## src/rtl/pci_pkg.sv

```systemverilog
// Shared definitions for the PCI memory target: bus width, command codes,
// target FSM states and the byte-lane merge used by the register file.
package pci_pkg;

  localparam int BUS_W = 32;

  localparam logic [3:0] MEM_READ  = 4'b0110;
  localparam logic [3:0] MEM_WRITE = 4'b0111;

  typedef enum logic [2:0] {
    IDLE = 3'd0,
    BUSY = 3'd1,
    WAIT = 3'd2,
    DATA = 3'd3,
    TURN = 3'd4
  } state_t;

  // Replace each byte lane whose active-low enable is 0 with the new data.
  function automatic logic [BUS_W-1:0] byte_merge(input logic [BUS_W-1:0] old_word,
                                                  input logic [BUS_W-1:0] new_word,
                                                  input logic [3:0]       be_n);
    logic [BUS_W-1:0] merged;
    merged = old_word;
    for (int k = 0; k < 4; k++) begin
      if (!be_n[k]) begin
        merged[8*k +: 8] = new_word[8*k +: 8];
      end else begin
        merged[8*k +: 8] = old_word[8*k +: 8];
      end
    end
    return merged;
  endfunction

endpackage

```

## src/rtl/pci_target_mem.sv

```systemverilog
// Word-addressed register file behind the PCI target: synchronous
// byte-enabled write, combinational read, cleared by the bus reset.
module pci_target_mem
  import pci_pkg::*;
#(
  parameter int ADDR_BITS = 4
) (
  input  logic                 clk,
  input  logic                 rst_n,
  input  logic                 we,
  input  logic [3:0]           be_n,
  input  logic [ADDR_BITS-1:0] waddr,
  input  logic [ADDR_BITS-1:0] raddr,
  input  logic [BUS_W-1:0]     wdata,
  output logic [BUS_W-1:0]     rdata
);

  localparam int DEPTH = 2 ** ADDR_BITS;

  logic [BUS_W-1:0] mem_r [DEPTH];

  // Storage array: cleared on reset, byte-merged write on an enabled edge.
  always_ff @(posedge clk or negedge rst_n) begin
    if (!rst_n) begin
      for (int i = 0; i < DEPTH; i++) begin
        mem_r[i] <= 32'h0000_0000;
      end
    end else if (we) begin
      mem_r[waddr] <= byte_merge(mem_r[waddr], wdata, be_n);
    end
  end

  assign rdata = mem_r[raddr];

endmodule

```

## src/rtl/pci_target.sv

```systemverilog
// PCI memory target: claims MEM_READ / MEM_WRITE cycles inside its window,
// inserts the configured wait states, then serves single or burst
// transfers against the internal register file with in-window wrap.
module pci_target
  import pci_pkg::*;
#(
  parameter logic [31:0] BASE_ADDR = 32'h0000_1000,
  parameter int          ADDR_BITS = 4,
  parameter int          TRDY_WAIT = 0
) (
  input  logic             clk,
  input  logic             rst_n,
  input  logic             frame,
  input  logic             irdy,
  input  logic [BUS_W-1:0] ad_in,
  input  logic [3:0]       cbe,
  output logic             devsel,
  output logic             trdy,
  output logic [BUS_W-1:0] ad_out,
  output logic             ad_oe
);

  // Reads always need at least one turnaround cycle before data.
  localparam int         RD_WAIT   = (TRDY_WAIT > 0) ? TRDY_WAIT : 1;
  localparam logic [7:0] WR_WAIT_C = 8'(TRDY_WAIT);
  localparam logic [7:0] RD_WAIT_C = 8'(RD_WAIT);

  state_t               state_r, state_s;
  logic [ADDR_BITS-1:0] index_r, index_s, index_inc_s, addr_idx_s, raddr_s;
  logic                 is_read_r, is_read_s;
  logic [7:0]           wait_cnt_r, wait_cnt_s, load_wait_s;
  logic [BUS_W-1:0]     rdata_s, ad_out_s;
  logic                 hit_s, cmd_ok_s, xfer_s, we_s;
  logic                 ad_lo_unused_s;

  // Byte offset within a word plays no part in decoding.
  assign ad_lo_unused_s = ^ad_in[1:0];

  assign hit_s       = (ad_in[BUS_W-1:ADDR_BITS+2] == BASE_ADDR[BUS_W-1:ADDR_BITS+2]);
  assign cmd_ok_s    = (cbe == MEM_READ) || (cbe == MEM_WRITE);
  assign addr_idx_s  = ad_in[ADDR_BITS+1:2];
  assign index_inc_s = index_r + {{(ADDR_BITS-1){1'b0}}, 1'b1};
  assign xfer_s      = (state_r == DATA) && !irdy && !trdy;
  assign we_s        = xfer_s && !is_read_r;

  pci_target_mem #(.ADDR_BITS(ADDR_BITS)) u_mem (
    .clk   (clk),
    .rst_n (rst_n),
    .we    (we_s),
    .be_n  (cbe),
    .waddr (index_r),
    .raddr (raddr_s),
    .wdata (ad_in),
    .rdata (rdata_s)
  );

  // Next-state, index, wait counter and next read word selection.
  always_comb begin
    state_s     = state_r;
    index_s     = index_r;
    is_read_s   = is_read_r;
    wait_cnt_s  = wait_cnt_r;
    raddr_s     = index_r;
    ad_out_s    = ad_out;
    load_wait_s = (cbe == MEM_READ) ? RD_WAIT_C : WR_WAIT_C;
    case (state_r)
      IDLE: begin
        if (!frame) begin
          index_s    = addr_idx_s;
          is_read_s  = (cbe == MEM_READ);
          wait_cnt_s = load_wait_s;
          raddr_s    = addr_idx_s;
          if (hit_s && cmd_ok_s) begin
            if (load_wait_s != 8'd0) begin
              state_s = WAIT;
            end else begin
              state_s = DATA;
            end
            if (cbe == MEM_READ) begin
              ad_out_s = rdata_s;
            end else begin
              ad_out_s = ad_out;
            end
          end else begin
            state_s = BUSY;
          end
        end else begin
          state_s = IDLE;
        end
      end
      BUSY: begin
        if (frame && irdy) begin
          state_s = IDLE;
        end else begin
          state_s = BUSY;
        end
      end
      WAIT: begin
        if (is_read_r) begin
          ad_out_s = rdata_s;
        end else begin
          ad_out_s = ad_out;
        end
        if (wait_cnt_r <= 8'd1) begin
          wait_cnt_s = 8'd0;
          state_s    = DATA;
        end else begin
          wait_cnt_s = wait_cnt_r - 8'd1;
          state_s    = WAIT;
        end
      end
      DATA: begin
        // Prefetch the following word so read data is ready next phase.
        raddr_s = index_inc_s;
        if (xfer_s) begin
          index_s = index_inc_s;
          if (is_read_r) begin
            ad_out_s = rdata_s;
          end else begin
            ad_out_s = ad_out;
          end
          if (frame) begin
            state_s = TURN;
          end else begin
            state_s = DATA;
          end
        end else begin
          state_s = DATA;
        end
      end
      TURN: begin
        state_s = IDLE;
      end
      default: begin
        state_s = IDLE;
      end
    endcase
  end

  // State registers and registered bus outputs derived from the next state.
  always_ff @(posedge clk or negedge rst_n) begin
    if (!rst_n) begin
      state_r    <= IDLE;
      index_r    <= '0;
      is_read_r  <= 1'b0;
      wait_cnt_r <= 8'd0;
      devsel     <= 1'b1;
      trdy       <= 1'b1;
      ad_oe      <= 1'b0;
      ad_out     <= 32'h0000_0000;
    end else begin
      state_r    <= state_s;
      index_r    <= index_s;
      is_read_r  <= is_read_s;
      wait_cnt_r <= wait_cnt_s;
      devsel     <= !((state_s == WAIT) || (state_s == DATA));
      trdy       <= !(state_s == DATA);
      ad_oe      <= is_read_s && ((state_s == WAIT) || (state_s == DATA));
      ad_out     <= ad_out_s;
    end
  end

endmodule

```

## config.mk

```make
export PLATFORM = sky130hd
export DESIGN_NAME = pci_target
export DESIGN_NICKNAME = d
export VERILOG_FILES = /design/src/rtl/pci_pkg.sv /design/src/rtl/pci_target_mem.sv /design/src/rtl/pci_target.sv
export SDC_FILE = /design/constraint.sdc
export NUM_CORES = 1
export LEC_CHECK = 0
export BUFFER_PORTS_ARGS = -buffer_cell sky130_fd_sc_hd__clkbuf_2
export CORE_UTILIZATION = 45
export CTS_CLUSTER_SIZE = 20
export DETAILED_ROUTE_END_ITERATION = 7
export GPL_ROUTABILITY_DRIVEN = 0
export PLACE_DENSITY = 0.68
export SYNTH_ARGS = -nofsm -noshare
export SYNTH_HDL_FRONTEND = slang
export SYNTH_SLANG_ARGS = --single-unit
```

## constraint.sdc

```tcl
create_clock -name clk -period 3.9 [get_ports clk]
set_input_delay 0.39 -clock clk [delete_from_list [all_inputs] [get_ports clk]]
set_output_delay 0.39 -clock clk [all_outputs]
set_load 0.01 [all_outputs]
```

==> results.toml, run 1 <==
[global_route]
grt_max_degree = 129
grt_pass1_wl_mm = 144
grt_use_total_pct = 27.6
grt_remaining_overflow = 0
antenna_found_initial = 0
grt_pass1_vias = 24426

[yosys]
synth_seq_cells = 563
ys.flop_type = "dfrtp_1"
synthCells = 3015
synth_top_family_by_area = "multiplexers"
synth.area.mux_share_pct = 18.1
synth.distinct_cells = 63
synth_compound_area_share_pct = 17.1
synthArstFlopShare_pct = 100
yosysSeqAreaShare_pct = 46.6
netlist_area_um2 = 30300
synth-xor-area-share_pct = 0.0289
syn_area_per_cell_um2 = 10.0
syn_nets = 3061
synth_edf_count = 0
synth_simple_gate_area_share_pct = 13.3
ys_warn_count = 0
synthAdderAreaFrac_pct = 0.248

[timing]
tightest_slew_ps = 1040
fin_skew_ps = 18.3
setup_ws_ps = 504
hold_viol_final = 0
finalCritPeriodShare_pct = 87.1
max_freq_mhz = 294
fin_crit_ps = 3400
grt_setup_unrepaired = "no"
slew_viol_final = 0
setup_viol = 0
relSlewSlack_pct = 30.6
tns_ps = 0

[drt]
vias_per_cell = 6.53
drtIter0Drc = 2771
drc_errors = 3
num_vias = 25051
post_drt_wl_per_cell_um = 24.3
drt_first_pass_iters = 8
wl_mm = 93.3
ant_nets = 0

[finish]
antenna-diode-count = 0
area_delta_synth_final_pct = 10.8
nFillCells = 5740
nets = 2972
layout.cells.most_common = "dfrtp_1"
fin_area_um2 = 33500
drive_gt1_share_pct = 16.9
stdcell_count = 3836
layout_common_cells = "dfrtp_1, nand2_1, nor2_1, a21oi_1, o21ai_0"

[hold_path]
hold_class = "input pin to flip-flop"
hold_start = "irdy"
hold_depth = 2
holdPathEnd = "state_r[2]$_DFF_PN0_"

[floorplan]
die_x_um = 261
dieHeight_um = 261
start_util_pct = 45.8
dieArea_um2 = 68300
core.rowCount = 94
io_pins = 75
core_area_um2 = 66100

[status]
run_status = "finished with violations"
violations = "design-rule violations"

[placement]
placed_area_um2 = 31400
dp_cells = 3729
portBuffers = 74
hpwl_mm = 54.8
pre_cts_slack_ps = 602

[worst_setup_path]
r2r_setup_slack_ps = 500
timing.rr.start = "state_r[1]$_DFF_PN0_"
cp_data_required_time_ps = 4450
regToRegEndpoint = "ad_out[5]$_DFFE_PN0P_"
critPathKind = "flip-flop to flip-flop"
endpoint_kind = "flip-flop"
cp_max_fo = 22
reg2reg_depth = 8
cp-start-kind = "flip-flop"
worstPathArrival_ps = 3940

[clock_network]
ctsResizeCount = 0
htree_levels = 2
post_cts_buffers = 0
postCtsHoldBufs = 1
clk_latency_ps = 620
clkTransAtPathRegs_ps = 60
clock_sink_count = 563
cts_tree = "built"
cts_buffers = 58
cts_buffer_depth = 3
clockRootBuffer = "clkbuf_16"

[pwr]
power_density_nw_per_um2 = 511
vdd_drop_max_uv = 385
p_leak_nw = 14.2

[job]
maxCapViolCount = 0
-- worst max-delay path by stage --
stage | start | to | cells after the start
2_1_floorplan | index_r[0]$_DFFE_PN0P_ | ad_out[10]$_DFFE_PN0P_ | 12
3_3_place_gp | ad_in[20] | ad_out[4]$_DFFE_PN0P_ | 8
3_5_place_dp | state_r[1]$_DFF_PN0_ | ad_out[21]$_DFFE_PN0P_ | 7
4_1_cts | state_r[1]$_DFF_PN0_ | ad_out[21]$_DFFE_PN0P_ | 7
5_1_grt | state_r[1]$_DFF_PN0_ | ad_out[5]$_DFFE_PN0P_ | 8
6_report | state_r[1]$_DFF_PN0_ | ad_out[5]$_DFFE_PN0P_ | 8
-- kinds of logic after synthesis --
| logic type | count (synthesis) |
|---|---|
| multiplexers | 285 |
| XOR/XNOR | 1 |
| flip-flops | 563 |
| adder cells (fa/ha/maj) | 6 |
| AND/OR/NAND/NOR | 988 |
| buffers and inverters | 313 |
| AO/OA/AOI/OAI | 859 |
-- registers in the layout, indices dropped and copies added, names as in the netlist --
name and cells:
u_mem.mem_r 512, ad_out 32, wait_cnt_r 8, index_r 4, state_r 3, ad_oe 1
devsel 1, is_read_r 1, trdy 1
-- Yosys cell counts (4+ instances only) --
master	count	area [µm²]
mux4_2	191	4300
a2111oi_0	28	245
a211oi_1	10	75.1
nor3_1	67	335
buf_2	97	485
nand4_1	7	43.8
o221ai_1	61	534
nand3_1	40	200
nand2b_1	4	25.0
o21ai_0	240	1200
dfrtp_1	561	14000
buf_4	14	105
mux2i_2	15	206
nand3b_1	5	37.5
buf_6	9	101
ha_1	6	75.1
buf_1	10	37.5
nor2_1	393	1480
o2111ai_1	31	272
and3_1	11	68.8
a21oi_1	330	1650
nand2_1	431	1620
a311oi_1	58	508
a21boi_0	5	37.5
o21ai_1	40	200
inv_1	11	41.3
clkbuf_1	171	642
o211ai_1	32	240
nor4_1	10	62.6
mux2i_4	14	315
mux2i_1	65	651
-- per-stage QoR --
step	total power, mW	hold slack, ps	utilization, %
6_report	17.2	94.4	50.7
5_1_grt	17.8	81.1	50.7
4_1_cts	17.2	44.6	50.7
3_5_place_dp	11.1	370	47.6
3_3_place_gp	11.1	365	47.6
2_1_floorplan	9.68	94.4	-
-- report_power, final --
group          switching [mW]  internal, mW
sequential             0.0983          5.87
combinational            3.40          1.76
clock                    2.37          3.66
-- critical path, cell delays in order, from the launching register on --
cell       delay [ps]
dfrtp_1           610
or4_1             740
nand2_1           120
a21oi_1            50
a311oi_1          510
and3_2            670
buf_4             370
o2111ai_1         160
nand3_1           100
-- layer usage --
| metal | track usage, % | wire (µm) |
|---|---|---|
| met1 | 37.7 | 37400 |
| met2 | 42.0 | 42300 |
| met3 | 6.11 | 9510 |
| met4 | 12.8 | 4120 |
| met5 | 0 | 0 |
-- final cells by class --
class	count	area (µm²)	area share, %
flip-flops and latches	563	14100	42.0
well taps	864	1080	3.22
clock buffers	89	1820	5.43
inverters	12	45.0	0.134
repair buffers	152	1370	4.08
clock inverters	17	270	0.806
multi-input cells	2139	14900	44.3
No activity file was read; power rests on OpenSTA's default activity.
==> inputs of run 2 (changes only) <==
==> constraint.sdc (replaced) <==
create_clock -name clk -period 3.9 [get_ports clk]
set_input_delay 0.585 -clock clk [delete_from_list [all_inputs] [get_ports clk]]
set_output_delay 0.585 -clock clk [all_outputs]
set_load 0.01 [all_outputs]
==> run 2 against run 1 <==
Compared with the run above: the flow still finishes with violations (design-rule violations); flip-flop and latch count unchanged; cell area is 0.43% higher; sequential share of layout area fell by 0.18 points; global-route usage rose by 0.26 points; non-clock buffer count up 11; highest routed layer is now met5; critical path type unchanged; setup slack better by 60 ps; clock-buffer cell count down 7.
==> results.toml, run 2 (synthesis results as in run 1) <==
[timing]
setup_viol = 0
tns_ps = 0
fin_crit_ps = 3340
tightest_slew_ps = 1030
finalCritPeriodShare_pct = 85.6
max_freq_mhz = 300
relSlewSlack_pct = 31.1
fin_skew_ps = 28.0
grt_setup_unrepaired = "no"
hold_viol_final = 0
slew_viol_final = 0

[worst_setup_path]
r2r_setup_slack_ps = 560
cp_max_fo = 22
cp-start-kind = "flip-flop"
cp_data_required_time_ps = 4410
startpoint = "state_r[1]$_DFF_PN0_"
worstPathArrival_ps = 3840
endpoint_kind = "flip-flop"
timing.rr.start = "state_r[1]$_DFF_PN0_"
regToRegEndpoint = "ad_out[9]$_DFFE_PN0P_"
reg2reg_depth = 8
critPathKind = "flip-flop to flip-flop"

[pwr]
power_density_nw_per_um2 = 514
vdd_drop_max_uv = 461
power_mw = 17.3
p_leak_nw = 14.3

[job]
maxCapViolCount = 0

[floorplan]
core_area_um2 = 66100
die_x_um = 261
dieHeight_um = 261
core.rowCount = 94
dieArea_um2 = 68300
io_pins = 75
start_util_pct = 45.8

[hold_path]
hold_depth = 2
holdPathEnd = "state_r[2]$_DFF_PN0_"
hold_class = "input pin to flip-flop"
hold_start = "irdy"

[global_route]
grt_pass1_vias = 24827
grt_pass1_wl_mm = 146
grt_remaining_overflow = 0
antenna_found_initial = 1
grt_max_degree = 90
grt_use_total_pct = 27.8

[finish]
drive_gt1_share_pct = 17.5
largest_reg_flops = 512
area_delta_synth_final_pct = 11.3
nets = 2985
layout.cells.most_common = "dfrtp_1"
regMostFlops = "u_mem.mem_r"
layout_common_cells = "dfrtp_1, nand2_1, nor2_1, a21oi_1, o21ai_0"
antenna-diode-count = 0
largestRegisters = "u_mem.mem_r x512, ad_out x32, wait_cnt_r x8"
nFillCells = 5783

[clock_network]
ctsResizeCount = 0
clockRootBuffer = "clkbuf_16"
clock_sink_count = 563
postCtsHoldBufs = 1
cts_buffer_depth = 3
htree_levels = 2
clkTransAtPathRegs_ps = 60
cts_tree = "built"
clk_latency_ps = 640
post_cts_buffers = 0
cts_buffers = 60

[status]
run_status = "finished with violations"
violations = "design-rule violations"

[drt]
drtIter0Drc = 2861
ant_nets = 0
drc_errors = 3
post_drt_wl_per_cell_um = 24.4
wl_mm = 94.0
vias_per_cell = 6.52
num_vias = 25103
drt_first_pass_iters = 7

[placement]
portBuffers = 74
hpwl_mm = 55.2
==> run 2: where the power goes <==
| group | switching, mW | internal (mW) | total [mW] | leakage, nW |
|---|---|---|---|---|
| Combinational | 3.45 | 1.83 | 5.28 | 5.41 |
| Clock | 2.48 | 3.57 | 6.05 | 1.05 |
| Sequential | 0.0947 | 5.87 | 5.97 | 7.85 |
==> run 2: layout make-up <==
| cell class | instances | area [µm²] | share of cell area [%] |
|---|---|---|---|
| Timing Repair Buffer | 163 | 1500 | 4.46 |
| Inverter | 12 | 45.0 | 0.134 |
| Sequential cell | 563 | 14100 | 41.9 |
| Multi-Input combinational cell | 2139 | 14900 | 44.1 |
| Tap cell | 864 | 1080 | 3.21 |
| Clock buffer | 82 | 1780 | 5.27 |
| Clock inverter | 30 | 327 | 0.969 |
==> run 2: how the worst max path moves through the flow <==
stage	end	slack [ps]	cells past startpoint
5_1_grt	ad_out[25]$_DFFE_PN0P_	430	7
6_report	ad_out[9]$_DFFE_PN0P_	560	8
3_5_place_dp	ad_out[11]$_DFFE_PN0P_	560	8
3_3_place_gp	ad_out[29]$_DFFE_PN0P_	640	8
2_1_floorplan	ad_out[10]$_DFFE_PN0P_	890	12
4_1_cts	ad_out[11]$_DFFE_PN0P_	630	7
==> run 2: critical path, stage by stage (launching register included) <==
cell      delay, ps
dfrtp_1         740
nand3b_1        400
o32a_1          360
and2_4          320
nor2_4          750
buf_12          280
a21oi_1         100
o211ai_1        140
nand3_1         100
==> run 2: through the flow <==
stage	instances	hold slack, ps	instance area, µm²	util (%)	setup WS [ps]
after CTS	3853	243	33700	51.0	631
after global placement	3740	457	31600	47.8	643
after global routing	3853	284	33700	51.0	434
after floorplan	3015	289	30300	-	887
final	3853	277	33700	51.0	563
after detailed placement	3740	480	31600	47.8	564
==> run 2: routing by layer <==
| metal | wire, µm | global-route usage [%] |
|---|---|---|
| met1 | 37700 | 38.2 |
| met2 | 42600 | 42.7 |
| met3 | 9480 | 5.87 |
| met4 | 4160 | 12.5 |
| met5 | 12 | 0 |
